==> config.mk <==
export PLATFORM = sky130hd
export DESIGN_NAME = post_period
export DESIGN_NICKNAME = d
export VERILOG_FILES = /design/src/rtl/post_period_pkg.sv /design/src/rtl/seven_seg_decoder.sv /design/src/rtl/post_period.sv
export SDC_FILE = /design/constraint.sdc
export NUM_CORES = 1
export LEC_CHECK = 0
export CAP_MARGIN = 10
export CORE_UTILIZATION = 30
export CTS_CLUSTER_DIAMETER = 40
export DETAILED_ROUTE_END_ITERATION = 10
export PLACE_DENSITY = 0.49
export SYNTH_ARGS = -nofsm -noshare
export SYNTH_HDL_FRONTEND = slang
export SYNTH_SLANG_ARGS = --single-unit
==> constraint.sdc <==
create_clock -name Clk100M -period 10.7 [get_ports Clk100M]
set_clock_uncertainty 0.15 [all_clocks]
set_input_delay 1.07 -clock Clk100M [delete_from_list [all_inputs] [get_ports Clk100M]]
set_output_delay 1.07 -clock Clk100M [all_outputs]
set_load 0.005 [all_outputs]
==> src/rtl/post_period_pkg.sv <==
`default_nettype none
// ============================================================================
//  Module      : post_period_pkg
//  Description : Shared definitions for the post-period display block.
//                Holds the state encodings, the active-low 7-segment
//                constants ({dp,g,f,e,d,c,b,a}), the digit table and the
//                default display duration.
//  Revision    : 1.0  initial release
// ============================================================================
package post_period_pkg;

  // State encodings
  localparam logic [1:0] ST_IDLE = 2'd0;
  localparam logic [1:0] ST_SHOW = 2'd1;
  localparam logic [1:0] ST_DONE = 2'd2;

  // Segment patterns are active-low; dp is always off
  localparam logic [7:0] SEG_BLANK = 8'hFF;

  // Default number of 1 Hz ticks the count stays on display
  localparam int POST_SECONDS_DEFAULT = 5;

  // Digit table: BCD digit to active-low segment pattern.
  // Codes 10..15 never occur for valid BCD and map to blank.
  function automatic logic [7:0] seg_digit(input logic [3:0] d);
    logic [7:0] s;
    case (d)
      4'd0:    s = 8'hC0;
      4'd1:    s = 8'hF9;
      4'd2:    s = 8'hA4;
      4'd3:    s = 8'hB0;
      4'd4:    s = 8'h99;
      4'd5:    s = 8'h92;
      4'd6:    s = 8'h82;
      4'd7:    s = 8'hF8;
      4'd8:    s = 8'h80;
      4'd9:    s = 8'h90;
      default: s = SEG_BLANK;
    endcase
    return s;
  endfunction

endpackage
`default_nettype wire

==> src/rtl/seven_seg_decoder.sv <==
`default_nettype none
// ============================================================================
//  Module      : seven_seg_decoder
//  Description : Converts one BCD digit to an active-low 7-segment pattern,
//                with a blank override.
//  Ports       : bcd_i   [3:0] BCD digit
//                blank_i       1 = force all segments off
//                seg_o   [7:0] active-low pattern {dp,g,f,e,d,c,b,a}
//  Revision    : 1.0  initial release
// ============================================================================
module seven_seg_decoder
  import post_period_pkg::*;
(
  input  logic [3:0] bcd_i,
  input  logic       blank_i,
  output logic [7:0] seg_o
);

  assign seg_o = blank_i ? SEG_BLANK : seg_digit(bcd_i);

endmodule
`default_nettype wire

==> src/rtl/post_period.sv <==
`default_nettype none
// ============================================================================
//  Module      : post_period
//  Description : End-of-level post period. A postSig pulse latches the final
//                magic-symbol count, which is shown in decimal for
//                POST_SECONDS ticks of the 1 Hz enable; levelComplete then
//                pulses for one cycle.
//  Ports       : Clk100M            system clock (rising edge)
//                Reset              asynchronous active-high reset
//                Clk1Hz             one-cycle enable, once per second
//                postSig            one-cycle start pulse
//                magicSymbolCount   [7:0] count to display
//                levelComplete      one-cycle end-of-period pulse
//                postSeg0..postSeg3 [7:0] ones, tens, hundreds, blank digit
//  Revision    : 1.0  initial release
// ============================================================================
module post_period
  import post_period_pkg::*;
#(
  parameter int POST_SECONDS = POST_SECONDS_DEFAULT
)(
  input  logic       Clk100M,
  input  logic       Reset,
  input  logic       Clk1Hz,
  input  logic       postSig,
  input  logic [7:0] magicSymbolCount,
  output logic       levelComplete,
  output logic [7:0] postSeg0,
  output logic [7:0] postSeg1,
  output logic [7:0] postSeg2,
  output logic [7:0] postSeg3
);

  localparam logic [7:0] c_last_sec = 8'(POST_SECONDS - 1);

  logic [1:0] state_q, state_d;
  logic [7:0] count_q, count_d;
  logic [7:0] sec_q,   sec_d;

  // Binary to three BCD digits by compare/subtract: {hundreds, tens, ones}
  function automatic logic [11:0] bin_to_bcd(input logic [7:0] v);
    logic [7:0] r;
    logic [3:0] h;
    logic [3:0] t;
    r = v;
    h = 4'd0;
    t = 4'd0;
    if (r >= 8'd200) begin
      h = 4'd2;
      r = r - 8'd200;
    end else if (r >= 8'd100) begin
      h = 4'd1;
      r = r - 8'd100;
    end
    for (int i = 0; i < 9; i++) begin
      if (r >= 8'd10) begin
        t = t + 4'd1;
        r = r - 8'd10;
      end
    end
    return {h, t, r[3:0]};
  endfunction

  always_comb begin
    state_d = state_q;
    count_d = count_q;
    sec_d   = sec_q;
    case (state_q)
      ST_IDLE: begin
        // A coincident Clk1Hz tick is deliberately not counted here
        if (postSig) begin
          count_d = magicSymbolCount;
          sec_d   = 8'd0;
          state_d = ST_SHOW;
        end
      end
      ST_SHOW: begin
        if (Clk1Hz) begin
          if (sec_q == c_last_sec) begin
            state_d = ST_DONE;
          end else begin
            sec_d = sec_q + 8'd1;
          end
        end
      end
      ST_DONE: begin
        state_d = ST_IDLE;
      end
      default: begin
        state_d = ST_IDLE;
      end
    endcase
  end

  always_ff @(posedge Clk100M or posedge Reset) begin
    if (Reset) begin
      state_q <= ST_IDLE;
      count_q <= 8'd0;
      sec_q   <= 8'd0;
    end else begin
      state_q <= state_d;
      count_q <= count_d;
      sec_q   <= sec_d;
    end
  end

  // DONE lasts exactly one cycle, so decoding it yields the registered pulse
  assign levelComplete = (state_q == ST_DONE);

  logic [11:0] bcd_w;
  logic        show_w;
  logic        blank0_w;
  logic        blank1_w;
  logic        blank2_w;

  assign bcd_w    = bin_to_bcd(count_q);
  assign show_w   = (state_q == ST_SHOW) || (state_q == ST_DONE);
  // Leading-zero suppression; the ones digit is always shown
  assign blank0_w = !show_w;
  assign blank1_w = !show_w || ((bcd_w[11:8] == 4'd0) && (bcd_w[7:4] == 4'd0));
  assign blank2_w = !show_w || (bcd_w[11:8] == 4'd0);

  seven_seg_decoder u_dec_ones (
    .bcd_i   (bcd_w[3:0]),
    .blank_i (blank0_w),
    .seg_o   (postSeg0)
  );

  seven_seg_decoder u_dec_tens (
    .bcd_i   (bcd_w[7:4]),
    .blank_i (blank1_w),
    .seg_o   (postSeg1)
  );

  seven_seg_decoder u_dec_hund (
    .bcd_i   (bcd_w[11:8]),
    .blank_i (blank2_w),
    .seg_o   (postSeg2)
  );

  assign postSeg3 = SEG_BLANK;

endmodule
`default_nettype wire

After elaboration in Yosys (flattened, before gate mapping)
Memory sizes are Yosys's and may differ from the RTL's.
Cells that the tools add are included.
- bits in read-only memories: 336
- input bits: 12
- word-level logic and storage cells: 89
- register bits after elaboration: 18
- memories kept: 3
- output and inout port bits: 33
- order comparisons: 11
- $add $sub $neg: 20
- multiplexer cells: 33
- reduce and logical (&&, ||, !) cells: 12
- equal/unequal tests: 7
- memories (name ; words ; bits a word ; read ports ; clocked after Yosys merged registers in ; write ports ; line ; source):
    (name not given) ; 16 ; 7 ; 1 ; 0 ; 0 ; post_period_pkg.sv:27 ; case (d)
    (name not given) ; 16 ; 7 ; 1 ; 0 ; 0 ; post_period_pkg.sv:27 ;
    (name not given) ; 16 ; 7 ; 1 ; 0 ; 0 ; post_period_pkg.sv:27 ;
- operators with widths (cell ; number):
    $mux W8 ; 16
    $ge A8 B4 Y1 const B ; 9
    $sub A8 B4 Y8 const B ; 8
    $mux W4 ; 9
    $add A4 B1 Y4 const B ; 8
    $pmux W8 S2 ; 1
    $add A8 B1 Y8 const B ; 1
    $eq A8 B3 Y1 const B ; 1
    $ge A8 B7 Y1 const B ; 1
    $ge A8 B8 Y1 const B ; 1
    $logic_not A4 Y1 ; 2
    $mux W2 ; 4
    $ne A2 B2 Y1 const B ; 4
    $sub A8 B7 Y8 const B ; 1
    $sub A8 B8 Y8 const B ; 1
    $pmux W2 S2 ; 1
    $reduce_and A4 Y1 ; 1
    $sub A4 B4 Y4 const B ; 1
    $logic_or A1 B1 Y1 ; 3
    $reduce_and A3 Y1 ; 1
    $eq A2 B1 Y1 const B ; 1
    $eq A2 B2 Y1 const B ; 1
    $logic_not A2 Y1 ; 1
    $mux W1 ; 2
    4 further kinds ; 4

Logic depth before layout (Yosys ltp)
- depth after elaboration: 25
- gate-level depth with buffers: 51
- depth with buffers taken out: 49

Modules after synthesis
Synthesis repeated with hierarchy kept, for this count alone.
- cell total of the unflattened synthesis: 641
- area, all modules: 5098.6 um^2
- by module, submodules not included (module ; instances ; cells each ; area an instance (um^2) ; seq. area each (um^2)):
    post_period ; 1 ; 532 ; 4322.9 ; 450.4
    seven_seg_decoder at u_dec_hund ... ; 2 ; 37 ; 264.0 ; 0.0
    seven_seg_decoder at u_dec_ones ; 1 ; 35 ; 247.7 ; 0.0

Worst setup path after synthesis
No wires, ideal clock.
- path type: register -> output
- start: register count_q[3]
- end: output port postSeg1[0]
- required time: 9.480 ns
- arrival time: 9.623 ns
- setup slack: -0.143 ns
- path buffers: 2
- stages on the path, launching flop included: 51
- cells stage by stage: dfrtp_1 -> inv_1 -> ha_1 -> nor4bb_2 -> o21ai_1 -> a21oi_4 -> xnor2_1 -> ha_1 -> nor2b_1 -> nand4_1 -> nand2_2 -> nor3_2 -> xnor2_1 -> inv_2 -> ha_1 -> nand2_1 -> nor4b_1 -> o211ai_2 -> [15 not listed] -> xor2_4 -> mux2_2 -> and2_4 -> xor2_2 -> inv_1 -> ha_1 -> nand2_1 -> nand3_1 -> o221a_2 -> nor2_4 -> mux2_2 -> ha_1 -> mux2i_1 -> ha_1 -> nand3_1 -> o31ai_1 -> mux2i_4 -> o21ai_1
- longest elaborated chain between the ends: 25
- elaborated cells on any way between the ends: 56
- those cells by class: add/sub (18); order compare (11); mux (22); reduce/logical (4); memory (1)
- ends and longest elaborated chain (item ; line ; source):
    start, declared ; post_period.sv:37 ; logic [7:0] count_q, count_d;
    start signal, assigned ; post_period.sv:102 ; count_q <= count_d;
    branches (longest 24 deep; another with $sub A8 B7 Y8) ; n/a ;
    $mux W8 * ; seven_seg_decoder.sv:19 ; assign seg_o = blank_i ? SEG_BLANK : seg_digit(bcd_i);
    end, declared ; post_period.sv:29 ; output logic [7:0] postSeg1,
Every way passes the cells marked *.

Worst setup path in the final report
- start: register count_q[4]
- end: output port postSeg1[1]
The elaborated chain is that of the path after synthesis.

==> impl_metrics.csv <==
group,metric,value,unit
clock_tree,clock_path_buffers,2,
clock_tree,clock-root-buffer,"clkbuf_16",
synthesis,syn_area_per_cell,7.85,um^2
clock_tree,cts_tree,"yes",
critical_path,start_kind,"flop",
clock_tree,h-tree-depth,1,
global_routing,grt_start_max_net_pins,19,
floorplanning,rows,44,
final_layout,area_growth,37.6,%
floorplanning,die_area,0.0158,mm^2
job,cap_viol_max_count,0,
timing,setup_slack,0.389,ns
route,routed-via-count,4964,
global_routing,grt_pass1_vias,4726,
placed_design,post-place-ws,-0.205,ns
timing,worst_pin_slew,0.721,ns
critical_path,cp.arrival,9.09,ns
route,dr.pass1.iters,5,
critical_path,rr_worst_depth,10,
placed_design,port_buffers,32,
synthesis,syn_inst,586,
timing,fin_crit,10.31,ns
route,routedWlPerCell,15.5,um
synthesis,yosysWarnings,0,
global_routing,grt_pass1_wl,22800,um
critical_path,slowest_stage,"dfrtp_2",
global_routing,top_usage_layer,"met2",
synthesis,async_flop_share,100,%
route,routed_wl,13900,um
final_layout,nFillCells,1471,
floorplanning,start_util,31.2,%
placed_design,dp_hpwl,11000,um
clock_tree,holdBufCountCts,0,
timing,clock.fmax,0.0970,GHz
placed_design,gp_congestion,0.890,
hold_path,whs_path_depth,1,
final_layout,nets,755,
global_routing,antenna_found_initial,0,
clock_tree,path_clk_slew,0.05,ns
synthesis,synth_seq_cells,18,
timing,finalCritPeriodShare,96.4,%
synthesis,yosys_most_used_dff,"dfrtp_1",
synthesis,synth_enable_flop_cells,0,
critical_path,cpMostUsedCell,"nand2_2",
clock_tree,numCtsBuffers,3,
global_routing,use_met3,0.680,%
route,drc_errors,0,
floorplanning,core,0.0148,mm^2
route,ant_nets,0,
critical_path,max_stage_delay,0.44,ns
floorplanning,chipWidth,126,um
critical_path,crit_path_end_kind,"output pin",
route,viasPerCell,5.53,
floorplanning,num_io_pins,45,
final_layout,antenna_cells,0,
clock_tree,cts_sinks,18,
timing,drv_slew,0,
global_routing,track_usage,17.0,%
synthesis,synth.distinct_cells,108,
floorplanning,die_h,126,um
synthesis,synthesis.area,0.00460,mm^2
route,drt-initial-drc-count,274,
global_routing,met2_usage,30.1,%
status,outcome,"complete, no violations",
critical_path,cp.required,9.48,ns
critical_path,cp_max_fo,8,
global_routing,grt_overflow,0,
timing,hold_viol,0,
final_layout,drive_gt1_share,36.2,%
timing,setup_viol,0,
clock_tree,worstSkewPairLatency,0.25,ns
synthesis,synth-seq-area-share,9.79,%
hold_path,hp-class,"reg -> reg",
global_routing,met1_usage,23.5,%
critical_path,critical_path_class,"reg -> out",
timing,relSlewSlack,51.5,%
[synth_stat cells, types with 6 or more instances]
cell type,count,area (um^2)
nand2_1,45,169
nor2_1,42,158
a21oi_1,31,155
ha_1,29,363
inv_1,28,105
nand3_1,27,135
o21ai_0,25,125
xnor2_1,24,210
nor3_1,19,95.1
dfrtp_1,18,450
buf_4,17,128
mux2_2,16,180
xor2_1,13,114
mux2i_1,12,120
o21ai_1,12,60.1
and3_1,10,62.6
and2_1,8,50.1
buf_2,8,40.0
o31ai_1,8,60.1
or3_1,8,50.1
nand2b_1,7,43.8
o211ai_1,6,45.0
[layout by cell type (no fill, tap or decap), types with 5 or more instances in the layout]
| cell type | instances |
|---|---|
| buf_4 | 104 |
| nor2_1 | 40 |
| nand2_1 | 39 |
| a21oi_1 | 26 |
| inv_1 | 25 |
| clkdlybuf4s50_1 | 25 |
| nand3_1 | 24 |
| o21ai_0 | 23 |
| nor3_1 | 19 |
| xnor2_1 | 19 |
| ha_1 | 18 |
| dfrtp_1 | 17 |
| xor2_1 | 12 |
| conb_1 | 12 |
| mux2_2 | 11 |
| and3_1 | 10 |
| o21ai_1 | 10 |
| and2_1 | 8 |
| nand2_2 | 8 |
| a21oi_2 | 7 |
| mux2i_1 | 7 |
| inv_2 | 7 |
| nand2b_1 | 6 |
| o31ai_1 | 6 |
| o211ai_1 | 6 |
| or3_1 | 6 |
| ha_4 | 6 |
| mux2_4 | 5 |
| o22ai_1 | 5 |
| a21o_1 | 5 |
| nand4_1 | 5 |
| a31oi_1 | 5 |
| xnor2_2 | 5 |
| ha_2 | 5 |
| buf_6 | 5 |
[through the flow]
stage	hold WS [ns]	TNS, ns	cells	util [%]	cell area, um^2
after floorplan	0.341	0	597	-	4660
after global placement	0.371	0	868	38.3	5660
after detailed placement	0.367	-1.09	868	38.3	5660
after CTS	0.384	0	880	39.7	5860
after global routing	0.415	-0.256	897	42.9	6330
final	0.381	0	897	42.9	6330
[area by class of cell]
type                            count  area, um^2  share of cell area [%]
Inverter                           32         120                    1.90
Sequential cell                    18         452                    7.13
Multi-Input combinational cell    518        4310                    68.1
Clock buffer                        4        88.8                    1.40
Timing Repair Buffer              141        1130                    17.9
Tap cell                          184         230                    3.63
[kinds of logic (layout without fill, tap and decap cells)]
group,after synthesis,in the layout,synth area share (%)
xor+xnor,41,41,8.95
flops,18,18,9.79
buf+inv,61,177,6.74
simple gates,222,222,26.9
fa+ha+maj,29,29,7.88
compound gates,184,184,32.1
mux,30,30,7.50
other cells,1,12,0.0815
[worst paths after layout]
kind                                        start                     end  slack (ns)
setup / recovery           count_q[4]$_DFFE_PP0P_             postSeg1[1]        0.39
setup reg to reg             sec_q[0]$_DFFE_PP0P_    sec_q[7]$_DFFE_PP0P_        8.20
hold reg to reg              sec_q[0]$_DFFE_PP0P_    sec_q[0]$_DFFE_PP0P_        0.38
max in group asynchronous                   Reset  count_q[4]$_DFFE_PP0P_        8.86
min in group asynchronous                   Reset  state_q[0]$_DFFE_PP0P_        1.07
hold / removal               sec_q[0]$_DFFE_PP0P_    sec_q[0]$_DFFE_PP0P_        0.38
[repair_timing]
item | 4_1_cts | 5_1_grt
endpoints found under the setup margin | 10 | 14
gates resized for setup | 26 | 86
pin swaps | 10 | 27
cloned | 0 | 0
setup buffers | 8 | 17
[routing by layer]
metal	part of all wire, %	wire [um]
met5	0	0
met4	0.63	87
met3	3.0	410
met2	49	6790
met1	47	6580
[sequential cells by signal, indices dropped and copies added (netlist names)]
name	flops
count_q	8
sec_q	8
state_q	2
[critical path: cells and delay by family (launching register included)]
kind / cells / cell delay (ns)
xor+xnor: 2 / 0.29
simple gates: 14 / 1.82
compound gates: 15 / 3.33
fa+ha+maj: 6 / 1.25
flops: 1 / 0.44
mux: 4 / 0.96
buf+inv: 6 / 0.70
Power is left out: the tool's default activity adds up to more than one toggle a clock period on the data nets, which glitch-free logic cannot reach.
